File: src/rtl/mem_access.sv
// Memory access stage: turns a load/store from execute into a single-strobe
// request/ready transaction. The pipeline is stalled while the access is in flight.
// Misaligned, conflicting or timed-out accesses latch a sticky error.
module mem_access #(
    parameter int unsigned TIMEOUT = 16
) (
    input  logic        clk,
    input  logic        rst,
    input  logic        MemRead,
    input  logic        MemWrite,
    input  logic [15:0] Addr,
    input  logic [15:0] WrData,
    input  logic [15:0] mem_rdata,
    input  logic        mem_ready,
    output logic        mem_en,
    output logic        mem_wr,
    output logic [15:0] mem_addr,
    output logic [15:0] mem_wdata,
    output logic [15:0] MemOut,
    output logic        Stall,
    output logic        err
);

    typedef enum logic [2:0] {
        StIdle,
        StReq,
        StWait,
        StDone,
        StErr
    } state_e;

    state_e      state_q, state_d;
    logic [7:0]  cnt_q, cnt_d;
    logic        mem_en_q, mem_en_d;
    logic        mem_wr_q, mem_wr_d;
    logic [15:0] mem_addr_q, mem_addr_d;
    logic [15:0] mem_wdata_q, mem_wdata_d;
    logic [15:0] mem_out_q, mem_out_d;
    logic        err_q, err_d;

    logic        access;
    logic        fault;
    logic [8:0]  cnt_inc;
    logic        timed_out;

    assign access    = MemRead | MemWrite;
    assign fault     = (MemRead & MemWrite) | (access & Addr[0]);
    // Cycle number of the current REQ/WAIT cycle (1-based).
    assign cnt_inc   = {1'b0, cnt_q} + 9'd1;
    assign timed_out = (cnt_inc >= 9'(TIMEOUT));

    // Next-state, request latching, load capture and the combinational stall.
    always_comb begin
        state_d     = state_q;
        cnt_d       = cnt_q;
        mem_en_d    = 1'b0;
        mem_wr_d    = mem_wr_q;
        mem_addr_d  = mem_addr_q;
        mem_wdata_d = mem_wdata_q;
        mem_out_d   = mem_out_q;
        err_d       = err_q;
        Stall       = 1'b0;

        unique case (state_q)
            StIdle: begin
                if (fault) begin
                    state_d = StErr;
                    err_d   = 1'b1;
                    Stall   = 1'b1;
                end else if (access) begin
                    state_d     = StReq;
                    mem_en_d    = 1'b1;  // strobe is high for exactly the REQ cycle
                    mem_wr_d    = MemWrite;
                    mem_addr_d  = Addr;
                    mem_wdata_d = WrData;
                    cnt_d       = 8'd0;
                    Stall       = 1'b1;
                end
            end
            StReq, StWait: begin
                Stall = 1'b1;
                cnt_d = cnt_inc[7:0];
                if (mem_ready) begin
                    state_d = StDone;
                    if (!mem_wr_q) begin
                        mem_out_d = mem_rdata;
                    end
                end else if (state_q == StReq) begin
                    state_d = StWait;
                end else if (timed_out) begin
                    state_d = StErr;
                    err_d   = 1'b1;
                end
            end
            StDone: begin
                // One free cycle lets the pipeline advance past this instruction.
                state_d = StIdle;
            end
            StErr: begin
                Stall = 1'b1;
            end
            default: begin
                state_d = StIdle;
            end
        endcase
    end

    // State and registered outputs; reset abandons any in-flight access.
    always_ff @(posedge clk or posedge rst) begin
        if (rst) begin
            state_q     <= StIdle;
            cnt_q       <= 8'd0;
            mem_en_q    <= 1'b0;
            mem_wr_q    <= 1'b0;
            mem_addr_q  <= 16'd0;
            mem_wdata_q <= 16'd0;
            mem_out_q   <= 16'd0;
            err_q       <= 1'b0;
        end else begin
            state_q     <= state_d;
            cnt_q       <= cnt_d;
            mem_en_q    <= mem_en_d;
            mem_wr_q    <= mem_wr_d;
            mem_addr_q  <= mem_addr_d;
            mem_wdata_q <= mem_wdata_d;
            mem_out_q   <= mem_out_d;
            err_q       <= err_d;
        end
    end

    assign mem_en    = mem_en_q;
    assign mem_wr    = mem_wr_q;
    assign mem_addr  = mem_addr_q;
    assign mem_wdata = mem_wdata_q;
    assign MemOut    = mem_out_q;
    assign err       = err_q;

endmodule
File: config.mk
export PLATFORM = sky130hd
export DESIGN_NAME = mem_access
export DESIGN_NICKNAME = d
export VERILOG_FILES = /design/src/rtl/mem_access.sv
export SDC_FILE = /design/constraint.sdc
export NUM_CORES = 1
export LEC_CHECK = 0
export CAP_MARGIN = 20
export CORE_UTILIZATION = 40
export DETAILED_ROUTE_END_ITERATION = 8
export PLACE_DENSITY = 0.75
export SETUP_SLACK_MARGIN = 0.4
export SLEW_MARGIN = 25
export SYNTH_ARGS = -nofsm -noshare
export SYNTH_HDL_FRONTEND = slang
export SYNTH_SLANG_ARGS = --single-unit
File: constraint.sdc
create_clock -name clk -period 2 [get_ports clk]
set_input_delay 0.2 -clock clk [delete_from_list [all_inputs] [get_ports clk]]
set_output_delay 0.2 -clock clk [all_outputs]
set_load 0.01 [all_outputs]
==> impl_results.md <==
- WL/cell: 16.3 um
- CTS Root Cell: sky130_fd_sc_hd__clkbuf_8
- Final setup vio count: 0
- Clock latency of the later-clocked register in the worst-skew pair: 0.34 ns
- Number of antenna violations at the first check in global routing: 0
- Core area: 6350 um^2
- Maximum number of pins on one net before global-route repair: 63
- First-pass GRT wire length: 10.2 mm
- Mean post-synth cell area: 14.2 um^2
- Switch share: 29.0%
- Critical path fanouts, max: 13
- Post-synthesis instance area: 2630 um^2
- Sort of element at the start of the critical path: register
- Critical Path End Type: register
- Proportion of layout cells with a drive suffix above 1: 37.1%
- Kind of critical path: register to register
- Share of the clock period used by the worst path: 88.5%
- Worst hold path type: input port to async pin
- Synth Warn #: 0
- Final routed wirelength across all metal layers: 6.61 mm
- Antenna cells: 0
- Sum of negative setup slack: 0 ns
- Proportion of power drawn by flip-flops and latches: 40.8%
- Clock transition at the register clock pins on the worst setup and hold paths after CTS: 0.07 ns
- Initial core utilization: 41.4%
- Drt first-iter violations: 70
- Pwr/cell area: 1190 nW/um^2
- Number of nets produced by synthesis: 239
- Row count: 29
- Share of total power in the clock network: 19.6%
- Post-synthesis instance total: 185
- Max-capacitance violation count: 0
- Run status: completed
- Final weighted congestion in routability-driven placement: 0.731
- Net count of the finished layout: 378
- Cell count after placement: 361
- Floorplan die height: 83.1 um
- Combinational share of power: 39.6%
- Die area: 6900 um^2
- Worst path slowest cell: sky130_fd_sc_hd__dfrtp_2
- Arrival time worst endpoint: 1.99 ns
- DR vias/cell: 4.98
- Max Fclk: 565 MHz
- Overall Global Routing Usage: 18.9%
- DR pass1 iterations: 4
- Data required, critical path: 2.22 ns
- P_int: 0.00378 W
- Number of I/O port buffers: 104
- Global route total overflow: 0
- Time the worst path needs with I/O delays and setup: 1.77 ns
- Via count of the first global-routing pass: 2087
- Switching power summed over all nets: 0.00155 W
- Sum of net half-perimeters after detailed placement: 3.79 mm
- RSZ-0062 raised after global routing: yes
- Total number of vias: 2023
- Number of buffers created by CTS: 9
- Number of sinks on the clock net: 62
- Largest voltage drop on the vdd net: 0.000890 V
- Cell chain of the critical path: nor3_4, nor3b_4, buf_6, buf_12, mux2_2
- Clock skew after layout: 0.00651 ns
- Die width: 83.1 um
- TritonCTS clock tree: done
- Number of pins with negative max-slew slack in the final report: 0
- Total DRC errors in the routed layout: 0
- Register bit count reported by yosys: 62
- Ports: 105
- Static Leakage: 1.88 nW
- Endpoints failing hold: 0
- Yosys cell types: 36
- Register-to-Register Setup Slack: 0.23 ns
- Number of non-filler instances in the completed layout: 406
- Pin slew with the least headroom to its limit: 0.337 ns
- Number of levels in the clock H-tree: 3
- Clk buf depth: 2
- Worst max-slew margin expressed relative to the limit: 77.0%
- Post-synthesis sequential area ratio: 59.0%
- Stage delay of the slowest cell on the critical path: 0.50 ns
- Layout overhead on the synthesized area: 69.6%
- Number of routed nets with antenna violations: 0
## through the flow
step / utilization [%] / instance area (um^2) / total power (W) / hold WS (ns) / setup slack, ns
4_1_cts: 65.8 / 4180 / 0.00523 / 0.327 / 0.270
6_report: 70.3 / 4460 / 0.00533 / 0.306 / 0.230
5_1_grt: 70.3 / 4460 / 0.00562 / 0.335 / 0.189
3_5_place_dp: 59.5 / 3780 / 0.00410 / 0.460 / 0.0643
2_1_floorplan: - / 2660 / 0.00291 / 0.297 / 0.244
3_3_place_gp: 59.5 / 3780 / 0.00404 / 0.452 / 0.142
## kinds of logic (layout without fill, tap and decap cells)
logic type      after synthesis  in the layout  synth area share [%]
compound gates               13             13                  3.19
xor+xnor                      7              7                  2.62
fa+ha+maj                     3              3                  1.24
buf+inv                      14            158                  3.76
flops                        62             62                  59.0
mux                          50             50                  22.7
simple gates                 36             36                  7.47
## registers in the layout, summed over array words and instances, names as in the netlist
name       cells
mem_wdata     16
err            1
mem_addr      16
cnt_q          8
mem_en         1
MemOut        16
mem_wr         1
state_q        3
## Yosys cell counts, drive strengths merged
cell	instances	area share, %
o41ai	1	0.33
nor2	12	1.7
inv	4	0.57
nor3	2	0.38
ha	1	0.48
a21o	2	0.57
nand4	1	0.24
a21oi	2	0.38
and3b	1	0.33
nand3	3	0.57
o22ai	4	0.95
xnor2	5	1.7
mux2	48	22
dfrtp	62	59
nand3b	1	0.29
a2111oi	1	0.33
buf	9	3.0
and2	1	0.24
nor2b	1	0.24
a31oi	1	0.24
nand2	7	1.0
clkbuf	1	0.14
nor4	1	0.24
nor3b	4	1.8
nand2b	2	0.48
maj3	2	0.76
o21ai	2	0.38
mux2i	2	0.76
xor2	2	0.95
## critical path, delay by kind of cell, from the launching register on
family | cells | cell delay (ns)
simple gates | 2 | 0.49
mux | 1 | 0.34
flops | 1 | 0.50
buf+inv | 2 | 0.32
## cell usage in the layout, fill, tap and decap left out, drive strengths merged, types with 3 or more instances in the layout
master / instances
nor3b: 4
nand2: 7
buf: 33
xnor2: 5
dfrtp: 62
inv: 3
clkdlybuf4s50: 103
nand3: 3
o22ai: 4
nor2: 12
clkbuf: 14
mux2: 48
## cell type report
cell class	instances	area, um^2
clock buffer	12	135
clock inverter	4	47.5
fill	418	1890
inverter	4	18.8
multi-input combinational	109	1150
sequential	62	1560
tap	77	96.3
timing repair buffer	138	1460
## power by group through the flow
stage	clock, W	sequential [W]	combinational, W
5_1_grt	0.00112	0.00225	0.00226
4_1_cts	0.00106	0.00212	0.00204
6_report	0.00104	0.00217	0.00211
2_1_floorplan	0	0.00232	0.000586
3_3_place_gp	0	0.00210	0.00194
3_5_place_dp	0	0.00214	0.00196
## layer usage
layer / GRT usage, % / routed length [um]
met1: 22.2 / 2730
met2: 30.9 / 3340
met3: 8.65 / 472
met4: 5.96 / 67
met5: 0 / 0
## path summary, 6_finish.rpt
path,depth (start not counted),endpoint,from
max,5,mem_wdata[11],state_q[0]
min,3,MemOut[7],rst
max reg2reg,5,mem_wdata[11],state_q[0]
min reg2reg,1,err,err
max in group asynchronous,3,mem_wr,rst
min in group clk,1,err,err
## what timing repair did
item | in CTS | in global routing
hold buffers | 0 | 0
gates resized for setup | 21 | 35
endpoints found under the setup margin | 53 | 57
endpoints found under the hold margin | 0 | 0
setup buffers | 15 | 10
gates cloned | 2 | 2
pin swaps | 6 | 15
No activity file was read; power rests on OpenSTA's default activity.
